`config.mk`:
```
export PLATFORM = sky130hd
export DESIGN_NAME = fft_top_flat
export DESIGN_NICKNAME = d
export VERILOG_FILES = /design/src/rtl/fft_if.sv /design/src/rtl/fft_top.sv /design/src/flat_wrapper.sv
export SDC_FILE = /design/constraint.sdc
export NUM_CORES = 2
export LEC_CHECK = 0
export CAP_MARGIN = 5
export CORE_UTILIZATION = 60
export CTS_CLUSTER_SIZE = 14
export DETAILED_ROUTE_END_ITERATION = 10
export HOLD_SLACK_MARGIN = 0.05
export PLACE_DENSITY = 0.75
export SLEW_MARGIN = 20
export SYNTH_ARGS = -nofsm -noshare
export SYNTH_HDL_FRONTEND = slang
export SYNTH_SLANG_ARGS = --single-unit
```
`constraint.sdc`:
```
create_clock -name clk -period 19.05 [get_ports clk]
set_clock_uncertainty 0.1 [all_clocks]
set_input_delay 3.81 -clock clk [delete_from_list [all_inputs] [get_ports clk]]
set_output_delay 3.81 -clock clk [all_outputs]
set_load 0.05 [all_outputs]
```
`src/rtl/fft_if.sv`:
```
// Host-side bus of the 8-point FFT core: frame start, sample stream,
// result read port and completion flag.
interface fft_if #(
    parameter int DW = 24
);
    logic                 initial_en;
    logic signed [DW-1:0] datain_re;
    logic signed [DW-1:0] datain_im;
    logic [2:0]           read_addr;
    logic signed [DW-1:0] dataout_re;
    logic signed [DW-1:0] dataout_im;
    logic                 fft_finish;

    modport master (
        output initial_en, datain_re, datain_im, read_addr,
        input  dataout_re, dataout_im, fft_finish
    );

    modport slave (
        input  initial_en, datain_re, datain_im, read_addr,
        output dataout_re, dataout_im, fft_finish
    );
endinterface

```
`src/rtl/fft_top.sv`:
```
// 8-point radix-2 DIT FFT on complex 24-bit samples, computed in place in a
// register-based 8-entry RAM, one butterfly per clock.
//
// state | meaning
// IDLE  | waiting for initial_en after reset
// GAP   | one dead cycle after the start pulse, nothing captured
// LOAD  | 8 samples captured, x[n] written to address bitrev3(n)
// CALC  | 3 stages x 4 butterflies, cnt_q[3:2] = stage, cnt_q[1:0] = butterfly
// DONE  | results valid, fft_finish raised on the first DONE edge
module fft_top (
    input  logic   clk,
    input  logic   rst,
    fft_if.slave   bus
);
    localparam int DW = 24;
    localparam int TW = 16;

    typedef enum logic [2:0] {IDLE, GAP, LOAD, CALC, DONE} state_t;

    state_t               state_q, state_d;
    logic [3:0]           cnt_q, cnt_d;
    logic                 finish_q, finish_d;
    logic signed [DW-1:0] dout_re_q, dout_re_d;
    logic signed [DW-1:0] dout_im_q, dout_im_d;
    logic signed [DW-1:0] mem_re_q [8];
    logic signed [DW-1:0] mem_re_d [8];
    logic signed [DW-1:0] mem_im_q [8];
    logic signed [DW-1:0] mem_im_d [8];

    logic [1:0]           stage;
    logic [1:0]           bf;
    logic [2:0]           a_idx, b_idx;
    logic [1:0]           tw_k;
    logic signed [TW-1:0] w_re, w_im;
    logic signed [39:0]   t_re_full, t_im_full;
    logic signed [DW-1:0] t_re, t_im;
    logic signed [DW-1:0] a_re, a_im, b_re, b_im;
    logic [2:0]           load_addr;

    assign stage     = cnt_q[3:2];
    assign bf        = cnt_q[1:0];
    assign load_addr = {cnt_q[0], cnt_q[1], cnt_q[2]};

    // Operand addresses and twiddle index for the current butterfly
    always_comb begin
        a_idx = 3'd0;
        tw_k  = 2'd0;
        case (stage)
            2'd0: begin
                a_idx = {bf, 1'b0};
                tw_k  = 2'd0;
            end
            2'd1: begin
                a_idx = {bf[1], 1'b0, bf[0]};
                tw_k  = {bf[0], 1'b0};
            end
            default: begin
                a_idx = {1'b0, bf};
                tw_k  = bf;
            end
        endcase
        b_idx = a_idx | (3'd1 << stage);
    end

    // Twiddle ROM, W8^k in Q2.14
    always_comb begin
        w_re = 16'sd16384;
        w_im = 16'sd0;
        case (tw_k)
            2'd0: begin w_re =  16'sd16384; w_im =  16'sd0;     end
            2'd1: begin w_re =  16'sd11585; w_im = -16'sd11585; end
            2'd2: begin w_re =  16'sd0;     w_im = -16'sd16384; end
            default: begin w_re = -16'sd11585; w_im = -16'sd11585; end
        endcase
    end

    // Complex multiply b*W at 40 bits, then scale back by 2^14 with truncation
    always_comb begin
        a_re = mem_re_q[a_idx];
        a_im = mem_im_q[a_idx];
        b_re = mem_re_q[b_idx];
        b_im = mem_im_q[b_idx];
        t_re_full = 40'(b_re) * 40'(w_re) - 40'(b_im) * 40'(w_im);
        t_im_full = 40'(b_re) * 40'(w_im) + 40'(b_im) * 40'(w_re);
        t_re = 24'(t_re_full >>> 14);
        t_im = 24'(t_im_full >>> 14);
    end

    // Sequencer, RAM update and read port next-state
    always_comb begin
        state_d   = state_q;
        cnt_d     = cnt_q;
        finish_d  = finish_q;
        mem_re_d  = mem_re_q;
        mem_im_d  = mem_im_q;
        dout_re_d = mem_re_q[bus.read_addr];
        dout_im_d = mem_im_q[bus.read_addr];
        if (bus.initial_en) begin
            // start from IDLE/DONE, or abort a frame in progress
            state_d  = GAP;
            cnt_d    = 4'd0;
            finish_d = 1'b0;
        end else begin
            case (state_q)
                IDLE: ;
                GAP: begin
                    state_d = LOAD;
                    cnt_d   = 4'd0;
                end
                LOAD: begin
                    mem_re_d[load_addr] = bus.datain_re;
                    mem_im_d[load_addr] = bus.datain_im;
                    if (cnt_q == 4'd7) begin
                        state_d = CALC;
                        cnt_d   = 4'd0;
                    end else begin
                        cnt_d = cnt_q + 4'd1;
                    end
                end
                CALC: begin
                    mem_re_d[a_idx] = a_re + t_re;
                    mem_im_d[a_idx] = a_im + t_im;
                    mem_re_d[b_idx] = a_re - t_re;
                    mem_im_d[b_idx] = a_im - t_im;
                    if (cnt_q == 4'd11) begin
                        state_d = DONE;
                    end else begin
                        cnt_d = cnt_q + 4'd1;
                    end
                end
                DONE: finish_d = 1'b1;
                default: state_d = IDLE;
            endcase
        end
    end

    // State, RAM and output registers; reset clears everything
    always_ff @(posedge clk or negedge rst) begin
        if (!rst) begin
            state_q   <= IDLE;
            cnt_q     <= 4'd0;
            finish_q  <= 1'b0;
            dout_re_q <= '0;
            dout_im_q <= '0;
            for (int i = 0; i < 8; i++) begin
                mem_re_q[i] <= '0;
                mem_im_q[i] <= '0;
            end
        end else begin
            state_q   <= state_d;
            cnt_q     <= cnt_d;
            finish_q  <= finish_d;
            dout_re_q <= dout_re_d;
            dout_im_q <= dout_im_d;
            mem_re_q  <= mem_re_d;
            mem_im_q  <= mem_im_d;
        end
    end

    assign bus.dataout_re = dout_re_q;
    assign bus.dataout_im = dout_im_q;
    assign bus.fft_finish = finish_q;

endmodule

```
`src/flat_wrapper.sv`:
```
// flat-port wrapper written by rule: the top's interface ports become plain ports
module fft_top_flat 
  (clk, rst, bus_initial_en, bus_datain_re, bus_datain_im, bus_read_addr, bus_dataout_re, bus_dataout_im, bus_fft_finish);
  fft_if bus_i ();
  input  logic clk;
  input  logic rst;
  input wire logic [$bits(bus_i.initial_en)-1:0] bus_initial_en;
  input wire logic [$bits(bus_i.datain_re)-1:0] bus_datain_re;
  input wire logic [$bits(bus_i.datain_im)-1:0] bus_datain_im;
  input wire logic [$bits(bus_i.read_addr)-1:0] bus_read_addr;
  output wire logic [$bits(bus_i.dataout_re)-1:0] bus_dataout_re;
  output wire logic [$bits(bus_i.dataout_im)-1:0] bus_dataout_im;
  output wire logic [$bits(bus_i.fft_finish)-1:0] bus_fft_finish;
  assign bus_i.initial_en = bus_initial_en;
  assign bus_i.datain_re = bus_datain_re;
  assign bus_i.datain_im = bus_datain_im;
  assign bus_i.read_addr = bus_read_addr;
  assign bus_dataout_re = bus_i.dataout_re;
  assign bus_dataout_im = bus_i.dataout_im;
  assign bus_fft_finish = bus_i.fft_finish;
  fft_top u_core (.clk(clk), .rst(rst), .bus(bus_i));
endmodule
```
# After elaboration in Yosys (flattened, before gate mapping)
# Cells that the tools add are included.
[totals]
word_cells = 118
register_bits = 440
[classes]
shifts = 1
n_mul = 4
n_eq_ne = 13
bitwise = 6
order_cmp = 7
reduce_logical = 13
add_sub_neg = 7
mux = 46
[ops]
columns = ["op", "count"]
rows = [
  ["$bwmux 192", 6],
  ["$pmux 192 s2", 2],
  ["$bmux 24 s3", 6],
  ["$mux 24", 15],
  ["$demux 24 s3", 3],
  ["$mul 24x16->38", 4],
  ["$add 24x24->24", 2],
  ["$pmux 16 s3", 1],
  ["$sub 24x24->24", 2],
  ["$add 38x38->38", 1],
  ["$sub 38x38->38", 1],
  ["$pmux 16 s2", 1],
  ["$ge 4x4->1 const B", 4],
  ["$not 3->4", 4],
  ["$lt 4x1->1 const B", 3],
  ["$mux 4", 3],
  ["$pmux 3 s4", 1],
  ["$pmux 4 s3", 1],
  ["$mux 3", 3],
  ["$eq 3x2->1 const B", 2],
  ["$ne 3x2->1 const B", 2],
  ["$pmux 3 s2", 1],
  ["$add 4x1->4 const B", 1],
  ["$eq 2x1->1 const B", 2],
  ["20 further kinds", 26],
]

# Logic depth before layout (Yosys ltp)
[depth]
word_depth = 13
depth_mapped = 57
ltp_nobuf = 51

# Worst setup path before layout
# No wires, ideal clock.
[synth_path]
path_type = "reg-to-reg"
from = "register u_core.cnt_q[0]"
to = "register u_core.mem_re_q[191] (netlist name)"
path_slack_ps = 7180
t_required_ps = 18821
path_stages_with_launch = 50
t_arrival_ps = 11640
path_cell_list = "dfrtp_1 -> buf_6 -> buf_6 -> inv_2 -> clkbuf_1 -> a21o_1 -> clkbuf_1 -> clkbuf_1 -> o22ai_1 -> nor2_1 -> o211ai_1 -> nor2_1 -> inv_1 -> fa_1 -> fa_1 -> inv_1 -> fa_1 -> ha_1 -> [... 14 more ...] -> or2_2 -> nor2_1 -> nor2_1 -> o21ai_0 -> a21o_1 -> a21o_1 -> xor2_1 -> inv_1 -> ha_1 -> or3_1 -> o311ai_1 -> a2111oi_0 -> a2111oi_0 -> o21bai_1 -> a21oi_1 -> xor2_2 -> and2_1 -> o41a_1"
[synth_between]
elab_chain_cells = 12
elab_cells_between_ends = 44
classes_between = "add/sub: 3; mul: 2; order compare: 6; eq/ne: 2; mux: 23; bitwise: 4; reduce/logical: 4"
[synth_lines]
columns = ["item", "line_no", "rtl"]
rows = [
  ["from (decl)", "fft_top.sv:21", "logic [3:0] cnt_q, cnt_d;"],
  ["from (signal assigned)", "fft_top.sv:151", "cnt_q <= cnt_d;"],
  ["$pmux 3 s2", "fft_top.sv:48", "case (stage)"],
  ["$or 3x3->3", "fft_top.sv:62", "b_idx = a_idx | (3'd1 << stage);"],
  ["$not 3->4 (not written as such)", "fft_top.sv:81, fft_top.sv:82, fft_top.sv:123", ""],
  ["$bmux 24 s3, on equally long branches", "fft_top.sv:81, fft_top.sv:82", ""],
  ["$mux 24, on equally long branches (2 in series)", "fft_top.sv:81, fft_top.sv:82", ""],
  ["$mul 24x16->38", "fft_top.sv:83", "t_re_full = 40'(b_re) * 40'(w_re) - 40'(b_im) * 40'(w_im);"],
  ["$sub 38x38->38", "fft_top.sv:83", ""],
  ["$add 24x24->24", "fft_top.sv:121", "mem_re_d[a_idx] = a_re + t_re;"],
  ["$bwmux 192", "fft_top.sv:121", ""],
  ["$bwmux 192", "fft_top.sv:123", "mem_re_d[b_idx] = a_re - t_re;"],
  ["$pmux 192 s2 (*)", "fft_top.sv:104", "case (state_q)"],
  ["to (signal assigned)", "fft_top.sv:155", "mem_re_q <= mem_re_d;"],
  ["to (decl)", "fft_top.sv:25", "logic signed [DW-1:0] mem_re_q [8];"],
]
# Mark *: on every way between the ends. The rest lies on a longest branch, timed or not. The select of a mux whose other input is x is not followed.
# A chain may end at the register's enable or synchronous reset.

# Worst setup path in the final report
[layout_path]
from = "register u_core.cnt_q[3]"
to = "register u_core.mem_re_q[191] (netlist name)"
[layout_between]
elab_chain_cells = 13
elab_cells_between_ends = 40
classes_between = "add/sub: 3; mul: 2; order compare: 4; eq/ne: 3; shift: 1; mux: 20; bitwise: 3; reduce/logical: 4"
[layout_lines]
columns = ["item", "line_no"]
rows = [
  ["$eq 2x1->1 or $logic_not 2->1 (tied branches)", "fft_top.sv:48"],
  ["$pmux 3 s2", "fft_top.sv:48"],
  ["$or 3x3->3", "fft_top.sv:62"],
  ["$not 3->4 (not written as such)", "fft_top.sv:81, fft_top.sv:82, fft_top.sv:123"],
  ["$bmux 24 s3, on equally long branches", "fft_top.sv:81, fft_top.sv:82"],
  ["$mux 24, on equally long branches (2 in series)", "fft_top.sv:81, fft_top.sv:82"],
  ["$mul 24x16->38", "fft_top.sv:83"],
  ["$sub 38x38->38", "fft_top.sv:83"],
  ["$add 24x24->24", "fft_top.sv:121"],
  ["$bwmux 192", "fft_top.sv:121"],
  ["$bwmux 192 (*)", "fft_top.sv:123"],
  ["$pmux 192 s2 (*)", "fft_top.sv:104"],
]
# Marks and branches as above.

==> metrics <==
status=finished clean; TritonRoute pass-1 iters=9; RSZ-0062 raised after global routing=no; Critical Path RT=19,450 ps; PortBufs=102; max-slew violation count=0; Post-Synth XOR/XNOR Area=under 10%; adder-cell share of the synthesized area=43.2%; Reg clk slew, reported paths=80 ps; total routed wirelength=around 260,000 um; P&R area growth vs syn=5.84%; Tcrit/Tclk final=81.4%; worst-path fanout max=29; Hold Path Origin=u_core.mem_re_q[132]$_DFFE_PN0P_; vias per cell=6.55; Hold Buf Count CTS=0; pin count of the biggest net entering global routing=102; final-report setup violation count=0; CP Launch Type=register; CP max-delay cell=or4b_2; most used cell, CP=inv_1; Simple-Gate Fraction of Synth Area=a little under a tenth; Post-Syn Area=0.0730 mm^2; CP Capture Type=register; worst-skew pair later-pin latency=640 ps; Final min period=~16,000 ps; EDFF count, synth=0; Synth Area per Inst=9.21 um^2; core area=0.120 mm^2; die footprint=about 0.12 mm^2; R2R Path Start=u_core.cnt_q[3]$_DFFE_PN0P_; first-pass GRT wire length=393,000 um; Worst-Margin Slew=1260 ps; Horiz. Die Dim=351 um; H-tree depth=2; setup bufs post-CTS=0; gr busiest metal=met2; start point of the critical path=u_core.cnt_q[3]$_DFFE_PN0P_; Crit path largest cell delay=approximately 1200 ps; nets=9,644; Arr. time, crit path=15,910 ps; FMAX=around 0.064 GHz; flops & latches, synth=440; IO Count=a little over 100; height of the die=351 um; Max Cap Viol=0; post-detail-place hpwl=189,000 um; commonest non-fill, non-tap cell in the layout=inv_1; Synth warnings=0; 1st-iter DRT viols=9,059; setup_tns=0 ps; worst hold stages=2; initial core utilization=between 60% and 70%; Post-Synthesis Net Count=9,762; clk root buf=clkbuf_16; clock tree from TritonCTS=done; most used flip-flop cell after synthesis=dfrtp_1; GR Util met2=64.4%; largest family of logic cells by synthesized area=adder cells; Setup CP Type=register to register; CTS resizes=0; GP Congestion=1.04; GRT Total Usage=43.1%; register area share after synthesis=15.1%; initial antenna violation count=9; Netlist cell types=108; Min-Delay Path Class=register to register; met1 Track Usage GR=between 50% and 60%; Mapped Cells=7,923; multiplexer share of the synthesized area=4.02%; Register-to-Register Path Depth=45; Clock Path Buffers=3; remaining global-route overflow=0; Final Hold Viols=0; via count=61,962; met3 usage=15.2%; CTS sink cnt=440; # rows=127; clock buffer count from CTS=between 40 and 50; share of cells above drive strength 1=6.17%; post-synthesis compound-gate area fraction=between 15 and 20%; most frequent cells in the layout=inv_1 (1,679), fa_1 (1,222), nor2_1 (791), nand2_1 (563), ha_1 (559); WL/cell=27.5 um; max_slew headroom=15.7%; vias in the first global route=63,910; asr flop ratio synth=100%; post-route ant nets=0; number of remaining DRC errors=0
-- synth_stat cells (30+ instances only) --
cell type | instances | share of area (%)
o221ai_1 | 58 | 0.70
o22ai_1 | 239 | 2.0
a31oi_1 | 111 | 0.95
a221oi_1 | 153 | 1.8
o31ai_1 | 147 | 1.5
nand2b_1 | 48 | 0.41
buf_1 | 32 | 0.16
a21oi_1 | 287 | 2.0
xor2_1 | 61 | 0.73
nor3_1 | 30 | 0.21
mux2_2 | 53 | 0.82
a21o_1 | 49 | 0.50
o21ai_0 | 194 | 1.3
nor2_1 | 805 | 4.1
ha_1 | 563 | 9.6
a22o_1 | 72 | 0.86
dfrtp_1 | 440 | 15
xnor2_1 | 135 | 1.6
nand3_1 | 53 | 0.36
o211ai_1 | 57 | 0.59
mux4_2 | 96 | 3.0
inv_1 | 1679 | 8.6
a22oi_1 | 76 | 0.78
nand2_1 | 570 | 2.9
clkbuf_1 | 346 | 1.8
fa_1 | 1222 | 34
-- worst max-delay path, delay by kind of cell, from the launching register on --
family | cells | cell delay [ps]
AOI/OAI and AO/OA | 15 | 5370
xor gates and xnor gates | 2 | 470
adders and majority gates | 10 | 4160
buffers and inverters | 11 | 1760
DFF | 1 | 850
and+or+nand+nor | 7 | 2590
-- flip-flops by register name, indices dropped and copies added, names as in the netlist --
name / cells
u_core.mem_im_q: 192
u_core.state_q: 3
u_core.bus.fft_finish: 1
u_core.mem_re_q: 192
u_core.cnt_q: 4
u_core.bus.dataout_im: 24
u_core.bus.dataout_re: 24
-- per-stage QoR --
stage	hold WS (ps)	instance area, um^2	setup WS [ps]	utilization, %	cells
2_1_floorplan	379	73000	7180	-	7923
3_3_place_gp	411	75800	4190	63.0	9371
6_report	443	77300	3540	64.2	9454
3_5_place_dp	414	75800	3970	63.0	9371
4_1_cts	433	77200	3910	64.2	9450
5_1_grt	460	77300	3040	64.2	9451
-- worst paths after layout --
| kind | to | slack (ps) |
|---|---|---|
| hold reg to reg | u_core.mem_re_q[132]$_DFFE_PN0P_ | 440 |
| setup reg to reg | u_core.mem_re_q[191]$_DFFE_PN0P_ | 3540 |
| setup / recovery | u_core.mem_re_q[191]$_DFFE_PN0P_ | 3540 |
| max in group asynchronous | u_core.mem_im_q[57]$_DFFE_PN0P_ | 12530 |
| hold / removal | u_core.mem_re_q[132]$_DFFE_PN0P_ | 440 |
| min in group asynchronous | u_core.mem_re_q[18]$_DFFE_PN0P_ | 3070 |
-- layer usage --
layer,vias up,share of wire [%]
li1,25554,-
met1,30303,34
met2,4692,43
met3,1399,14
met4,14,8.3
met5,-,0.043
-- cell type report --
| cell class | instances | area, um^2 |
|---|---|---|
| clock inverters | 11 | 104 |
| inverters | 1684 | 6320 |
| clock buffers | 68 | 1330 |
| repair buffers | 239 | 2050 |
| fillers | 9808 | 43000 |
| well taps | 1612 | 2020 |
| flip-flops and latches | 440 | 11000 |
| diodes | 3 | 7.51 |
| multi-input cells | 5397 | 54400 |
-- cell families (layout without fill, tap and decap cells) --
kind of cell               Yosys count  in the layout
AOI/OAI and AO/OA                 1603           1603
DFF                                440            440
other                                0              3
and+or+nand+nor                   1642           1642
muxes                              166            166
xor gates and xnor gates           201            201
adders and majority gates         1785           1785
buffers and inverters             2086           2002
Power is left out: the tool's default activity adds up to more than one toggle a clock period on the data nets, which glitch-free logic cannot reach.
